$ cat src/rtl/rv_fifo.sv
// Parametrised valid/ready FIFO with flush, occupancy status and a sticky
// overflow protocol flag. Pointers carry an extra wrap bit for full/empty.
module rv_fifo #(
  parameter int DW        = 32,
  parameter int DEPTH     = 4,
  parameter int AF_THRESH = DEPTH - 1,
  parameter int CW        = $clog2(DEPTH + 1)
) (
  input  logic          clk,
  input  logic          rst,
  input  logic          flush,
  input  logic          in_valid,
  output logic          in_ready,
  input  logic [DW-1:0] in_data,
  output logic          out_valid,
  input  logic          out_ready,
  output logic [DW-1:0] out_data,
  output logic [CW-1:0] count,
  output logic          full,
  output logic          empty,
  output logic          almost_full,
  output logic          ovf_err
);
  localparam int AW = $clog2(DEPTH);
  localparam int PW = AW + 1;

  if ((DEPTH < 2) || ((DEPTH & (DEPTH - 1)) != 0)) begin : g_bad_depth
    $error("rv_fifo: DEPTH must be a power of two and >= 2");
  end
  if ((AF_THRESH < 1) || (AF_THRESH > DEPTH)) begin : g_bad_thresh
    $error("rv_fifo: AF_THRESH must lie in 1..DEPTH");
  end

  logic [DW-1:0] mem_q [DEPTH];
  logic [PW-1:0] wr_ptr_q, wr_ptr_d;
  logic [PW-1:0] rd_ptr_q, rd_ptr_d;
  logic [CW-1:0] count_q, count_d;
  logic          ovf_q, ovf_d;
  logic          push, pop;

  // Handshake: a transfer happens on an edge where valid && ready are both
  // high; in_ready depends only on registered state and flush, never on
  // out_ready, and out_valid depends only on registered state.
  assign full        = (wr_ptr_q[AW] != rd_ptr_q[AW]) &&
                       (wr_ptr_q[AW-1:0] == rd_ptr_q[AW-1:0]);
  assign empty       = (wr_ptr_q == rd_ptr_q);
  assign in_ready    = !full && !flush;
  assign out_valid   = !empty;
  assign out_data    = mem_q[rd_ptr_q[AW-1:0]];
  assign count       = count_q;
  assign almost_full = (count_q >= CW'(AF_THRESH));
  assign ovf_err     = ovf_q;

  assign push = in_valid && in_ready;
  assign pop  = out_valid && out_ready;

  always_comb begin
    wr_ptr_d = wr_ptr_q;
    rd_ptr_d = rd_ptr_q;
    count_d  = count_q;
    ovf_d    = ovf_q | (in_valid && full && !flush);
    if (flush) begin
      // Flush beats any concurrent push/pop; array contents are left as-is.
      wr_ptr_d = '0;
      rd_ptr_d = '0;
      count_d  = '0;
    end else begin
      if (push) wr_ptr_d = wr_ptr_q + PW'(1);
      if (pop)  rd_ptr_d = rd_ptr_q + PW'(1);
      if (push && !pop)      count_d = count_q + CW'(1);
      else if (pop && !push) count_d = count_q - CW'(1);
    end
  end

  always_ff @(posedge clk) begin
    if (rst) begin
      wr_ptr_q <= '0;
      rd_ptr_q <= '0;
      count_q  <= '0;
      ovf_q    <= 1'b0;
    end else begin
      wr_ptr_q <= wr_ptr_d;
      rd_ptr_q <= rd_ptr_d;
      count_q  <= count_d;
      ovf_q    <= ovf_d;
    end
  end

  always_ff @(posedge clk) begin
    if (push && !rst) mem_q[wr_ptr_q[AW-1:0]] <= in_data;
  end
endmodule

$ cat config.mk
export PLATFORM = sky130hd
export DESIGN_NAME = rv_fifo
export DESIGN_NICKNAME = d
export VERILOG_FILES = /design/src/rtl/rv_fifo.sv
export SDC_FILE = /design/constraint.sdc
export NUM_CORES = 1
export LEC_CHECK = 0
export BUFFER_PORTS_ARGS = -buffer_cell sky130_fd_sc_hd__buf_2
export CAP_MARGIN = 20
export CORE_ASPECT_RATIO = 1.75
export CORE_MARGIN = 3
export CORE_UTILIZATION = 29
export DETAILED_ROUTE_END_ITERATION = 7
export SYNTH_ARGS = -nofsm -noshare
export SYNTH_HDL_FRONTEND = slang
export SYNTH_SLANG_ARGS = --single-unit
export TNS_END_PERCENT = 30
$ cat constraint.sdc
create_clock -name clk -period 5.2 [get_ports clk]
set_input_delay 1.04 -clock clk [delete_from_list [all_inputs] [get_ports clk]]
set_output_delay 1.04 -clock clk [all_outputs]
set_load 0.05 [all_outputs]
==> results.sh, run 1 <==
export IMPL_status="complete, no violations"
export IMPL_min_period_ns=3.39
export IMPL_drt_iter0_markers=140
export IMPL_finalClockSkew_ns=0.00841
export IMPL_yosysWarnings=0
export IMPL_hold_viol=0
export IMPL_tightest_slew_ns=0.925
export IMPL_synthArstFlopShare_pct=0
export IMPL_arrival_ns=2.35
export IMPL_syn_area_um2=5370
export IMPL_fmax_ghz=0.295
export IMPL_clockBufferDepth=2
export IMPL_slew_headroom_pct=38.3
export IMPL_seq_area_frac_synth_pct=76.0
export IMPL_endpoint_kind="output pin"
export IMPL_ios=78
export IMPL_stdcell_area_um2=6670
export IMPL_maxCapViolations=0
export IMPL_route_detailed_drc=0
export IMPL_grt_setup_unrepaired="no"
export IMPL_critPathKind="reg -> out"
export IMPL_core_area_um2=18100
export IMPL_fp_dieW_um=109
export IMPL_synth_edff_count=128
export IMPL_antenna_found_initial=3
export IMPL_synth_nets=299
export IMPL_grt_overflow=0
export IMPL_start_kind="flop"
export IMPL_ctsHtreeMaxLevel=4
export IMPL_post_cts_buffers=0
export IMPL_num_vias=2815
export IMPL_area_growth_pct=24.1
export IMPL_die_h_um=186
export IMPL_maxSlewViolCount=0
export IMPL_antenna_left=0
export IMPL_placed_cell_area_um2=6080
export IMPL_ys_flop_type="edfxtp_1"
export IMPL_first_pass_iters=4
export IMPL_setup_tns_ns=0
export IMPL_critPathMaxFanout=18
export IMPL_hold_class="reg -> reg"
export IMPL_avgSynthCellArea_um2=21.1
export IMPL_cts_resized=0
export IMPL_wl_per_cell_um=18.5
export IMPL_ir_worst_vdd_v=0.000211
export IMPL_cts_sinks=140
export IMPL_post_route_period_util_pct=65.2
export IMPL_synth_cells=255
export IMPL_grt_max_degree=33
export IMPL_insertion_delay_ns=0.40
export IMPL_fin_hold_ws_ns=0.472
export IMPL_die_area_um2=20300
export IMPL_cts_tree="done"
export IMPL_grt_pass1_wl_um=16900
export IMPL_finalSetupViolations=0
export IMPL_root_buffer="clkbuf_16"
export IMPL_final_core_util_pct=36.8
export IMPL_routed_via_density=4.72
export IMPL_finalNetCount=392
export IMPL_ys_ff_latch=140
export IMPL_clk_pin_slew_ns=0.06
export IMPL_track_usage_pct=11.4
export IMPL_port_buffer_count=77
export IMPL_wl_um=11000
export IMPL_hold_buffers=0
export IMPL_layout_drive_gt1_share_pct=42.4
export IMPL_start_util_pct=29.6
export IMPL_required_ns=4.16
export IMPL_ys_types=35
export IMPL_powerDensity_nw_per_um2=386
export IMPL_grt_pass1_vias=3032
export IMPL_cellLeakagePower_uw=0.00225
export IMPL_std_cell_rows=65
export IMPL_place_hpwl_um=7200
export IMPL_gp_congestion=0.747
export IMPL_cts_buffers_inserted=17
## worst paths after layout
check              start     endpoint  slack (ns)  cells past startpoint
max                 flop  out_data[4]        1.81                      3
min reg2reg      ovf_err      ovf_err        0.47                      2
min              ovf_err      ovf_err        0.47                      2
max reg2reg  wr_ptr_q[1]     count[2]        2.43                      9
## critical path, stage by stage (launching register included)
cell	delay (ns)
dfxtp_2	0.68
buf_4	0.44
mux4_2	0.57
buf_2	0.23
## routing by layer
layer	up-vias	track usage [%]	routed length, um
met5	-	0	30
li1	1249	-	-
met2	67	20.5	6200
met3	13	3.51	474
met1	1482	12.3	4120
met4	4	4.75	217
## registers in the layout, summed over array words and instances (netlist names), named ones only
| name | count |
|---|---|
| mem_q | 128 |
| ovf_err | 1 |
| wr_ptr_q | 3 |
| rd_ptr_q | 3 |
| count | 3 |
## per-stage QoR
step	power (uW)	setup slack [ns]	std cells
final	2570	1.81	596
after global routing	2670	1.61	596
after CTS	2610	1.69	595
after detailed placement	1420	2.13	563
after global placement	1410	2.14	563
after floorplan	1370	0.791	255
## cell usage after synthesis, drive strengths merged (5+ instances only)
library cell | count | share of area, %
mux4 | 32 | 13
buf | 5 | 0.44
dfxtp | 12 | 4.5
nor3b | 5 | 0.70
edfxtp | 128 | 72
xor2 | 5 | 0.82
inv | 5 | 0.35
nand2 | 5 | 0.35
nor2 | 7 | 0.49
ha | 6 | 1.4
## cells by family after synthesis
group	count (synthesis)	synth area share [%]
fa+ha+maj	7	1.77
buf+inv	14	1.07
xor+xnor	8	1.30
mux	33	13.6
flops	140	76.0
compound gates	22	2.89
simple gates	31	3.35
## final cells by class
cell class              instances  area (um2)
diodes                          1        2.50
clock buffers                  17         425
clock inverters                15         158
fillers                      1676       11500
inverters                       5        18.8
multi-input cells             101        1250
flip-flops and latches        140        4090
well taps                     234         293
repair buffers                 83         430
## placed cells by master, fill, tap and decap left out, types with 2 or more instances in the layout
| cell | netlist | final |
|---|---|---|
| edfxtp_1 | 128 | 128 |
| buf_2 | 4 | 77 |
| mux4_2 | 32 | 32 |
| clkbuf_16 | 0 | 17 |
| dfxtp_1 | 12 | 10 |
| nor2_1 | 7 | 7 |
| ha_1 | 6 | 6 |
| buf_4 | 0 | 6 |
| xor2_1 | 5 | 5 |
| inv_1 | 5 | 5 |
| nand2_1 | 5 | 5 |
| inv_6 | 0 | 5 |
| o21ai_0 | 4 | 4 |
| nor3b_2 | 0 | 4 |
| nand3_1 | 4 | 4 |
| xnor2_1 | 3 | 3 |
| a21oi_1 | 3 | 3 |
| o211ai_1 | 3 | 3 |
| clkinv_2 | 0 | 3 |
| nor4b_1 | 2 | 2 |
| or3_1 | 2 | 2 |
| o311ai_0 | 2 | 2 |
| o221ai_1 | 2 | 2 |
| a211o_1 | 2 | 2 |
| a31oi_1 | 2 | 2 |
| dfxtp_2 | 0 | 2 |
| bufinv_16 | 0 | 2 |
| clkinvlp_4 | 0 | 2 |
## power breakdown
group          internal, uW  total, uW  switching [uW]
combinational          43.9        144            99.9
sequential             1240       1250            7.53
clock                   713       1180             467
total                  2000       2570             575
Note: power is estimated with default switching activity, not from simulation.
==> run 2: changes to the inputs <==
clock period = 3.1 ns   (was 5.2 ns; I/O delays follow)
==> run 2 against run 1 <==
  * Die area stayed put
  * Core utilization is 0.41 points higher
  * Power is 75% higher
  * Routed wire length is 3.7% lower
  * First-iteration DRC count is 17% lower
  * Final cell count is 0.50% higher
  * Worst setup slack worse by 1.3 ns
  * Clock power is 83% higher
  * Clock skew is 0.0015 ns higher
  * Combinational power is 69% higher
  * Register-to-register slack worse by 2.0 ns
  * Hold slack worse by 0.047 ns
  * Critical endpoint is now count[1]
  * Largest cell class unchanged
==> results.sh, run 2 (synthesis results as in run 1) <==
export IMPL_antenna_found_initial=4
export IMPL_cts_sinks=140
export IMPL_seq_area_um2=4090
export IMPL_fmax_ghz=0.381
export IMPL_arrival_ns=2.93
export IMPL_clockBufferDepth=2
export IMPL_insertion_delay_ns=0.41
export IMPL_start_util_pct=29.6
export IMPL_ctsHtreeMaxLevel=4
export IMPL_post_route_period_util_pct=84.7
export IMPL_clk_pin_slew_ns=0.06
export IMPL_dp_cells=566
export IMPL_core_area_um2=18100
export IMPL_maxSlewViolCount=0
export IMPL_dpl_worst_slack_ns=0.482
export IMPL_route_detailed_drc=0
export IMPL_grt_setup_unrepaired="no"
export IMPL_ir_worst_vdd_v=0.000320
export IMPL_ios=78
export IMPL_endpoint_kind="flop"
export IMPL_min_period_ns=2.63
export IMPL_final_common_cell="edfxtp_1"
export IMPL_grt_max_degree=33
export IMPL_multi_input_area_um2=1250
export IMPL_largest_reg_flops=128
export IMPL_total_power_uw=4500
export IMPL_tightest_slew_ns=0.819
export IMPL_root_buffer="clkbuf_16"
export IMPL_grt_overflow=0
export IMPL_place_hpwl_um=6770
export IMPL_area_growth_pct=25.5
export IMPL_wl_um=10600
export IMPL_hold_class="in -> reg"
export IMPL_powerDensity_nw_per_um2=667
export IMPL_critPathKind="reg -> reg"
export IMPL_track_usage_pct=11.0
export IMPL_finalClockSkew_ns=0.00989
export IMPL_fp_dieW_um=109
export IMPL_stdcell_area_um2=6740
export IMPL_n_fill_cell=1677
export IMPL_mostFrequentLayoutCells="edfxtp_1 (128), buf_2 (77), mux4_2 (32), clkbuf_16 (17), dfxtp_1 (10)"
export IMPL_maxCapViolations=0
export IMPL_antenna_left=0
export IMPL_hold_buffers=0
export IMPL_routed_via_density=4.71
export IMPL_critPathMaxFanout=7
export IMPL_finalNetCount=395
export IMPL_cts_tree="done"
export IMPL_finalSetupViolations=0
export IMPL_layout_drive_gt1_share_pct=42.9
export IMPL_placed_cell_area_um2=6100
export IMPL_cellLeakagePower_uw=0.00228
export IMPL_first_pass_iters=4
export IMPL_wl_per_cell_um=17.8
export IMPL_die_area_um2=20300
export IMPL_slew_headroom_pct=44.9
export IMPL_hold_viol=0
export IMPL_port_buffer_count=77
export IMPL_gp_congestion=0.826
export IMPL_layout_setup_ws_ns=0.474
export IMPL_cts_buffers_inserted=17
export IMPL_grt_pass1_vias=2955
export IMPL_required_ns=3.40
export IMPL_die_h_um=186
export IMPL_stdcell_count=599
export IMPL_status="complete, no violations"
export IMPL_grt_pass1_wl_um=16200
export IMPL_std_cell_rows=65
export IMPL_cts_resized=0
export IMPL_num_vias=2823
export IMPL_start_kind="flop"
export IMPL_drt_iter0_markers=116
export IMPL_post_cts_buffers=0
==> run 2: changes by cell type in the layout (fill, tap and decap cells not counted), sizes merged <==
cell      before  now
clkinv         5    1
clkbuf        17   18
buf           83   86
bufinv         2    4
clkinvlp       2    3
==> run 2: worst paths after layout <==
kind	from	to	slack [ns]	depth (start not counted)
max reg2reg	rd_ptr_q[0]	count[1]	0.47	8
min	in_data[2]	mem_q[1][2]	0.43	1
max	rd_ptr_q[0]	count[1]	0.47	8
min reg2reg	ovf_err	ovf_err	0.49	2
==> run 2: stage by stage <==
step                utilization, %  hold slack (ns)  setup TNS, ns
floorplan                        -            0.495        -113.29
finish                        37.2            0.425              0
global route                  37.2            0.411              0
detailed placement            33.6            0.475              0
CTS                           37.2            0.403              0
global placement              33.6            0.472              0
==> run 2: layout make-up <==
class / instances / share of cell area [%]
diodes: 1 / 0.0371
clock inverters: 14 / 3.06
clock buffers: 18 / 6.37
flip-flops and latches: 140 / 60.6
multi-input cells: 101 / 18.6
repair buffers: 86 / 6.72
inverters: 5 / 0.278
well taps: 234 / 4.34
==> run 2: per-layer routing <==
layer / global-route usage, % / wire, um
met1: 11.9 / 3850
met2: 19.2 / 5950
met3: 3.44 / 560
met4: 5.51 / 240
met5: 0 / 28
==> run 2: critical path, stage by stage (launching register included) <==
cell and delay [ns]:
dfxtp_1 0.48, xor2_1 0.22, o31ai_1 0.71, inv_1 0.12, ha_1 0.25, inv_1 0.08, fa_1 0.42, mux2i_1 0.18
nor2_1 0.06
==> run 2: power by group <==
group | total (uW) | internal, uW | switching [uW] | leakage (uW)
Sequential | 2090 | 2080 | 9.03 | 0.00125
Combinational | 244 | 74.5 | 170 | 0.000726
Clock | 2160 | 1370 | 796 | 0.000300
Total | 4500 | 3520 | 975 | 0.00228
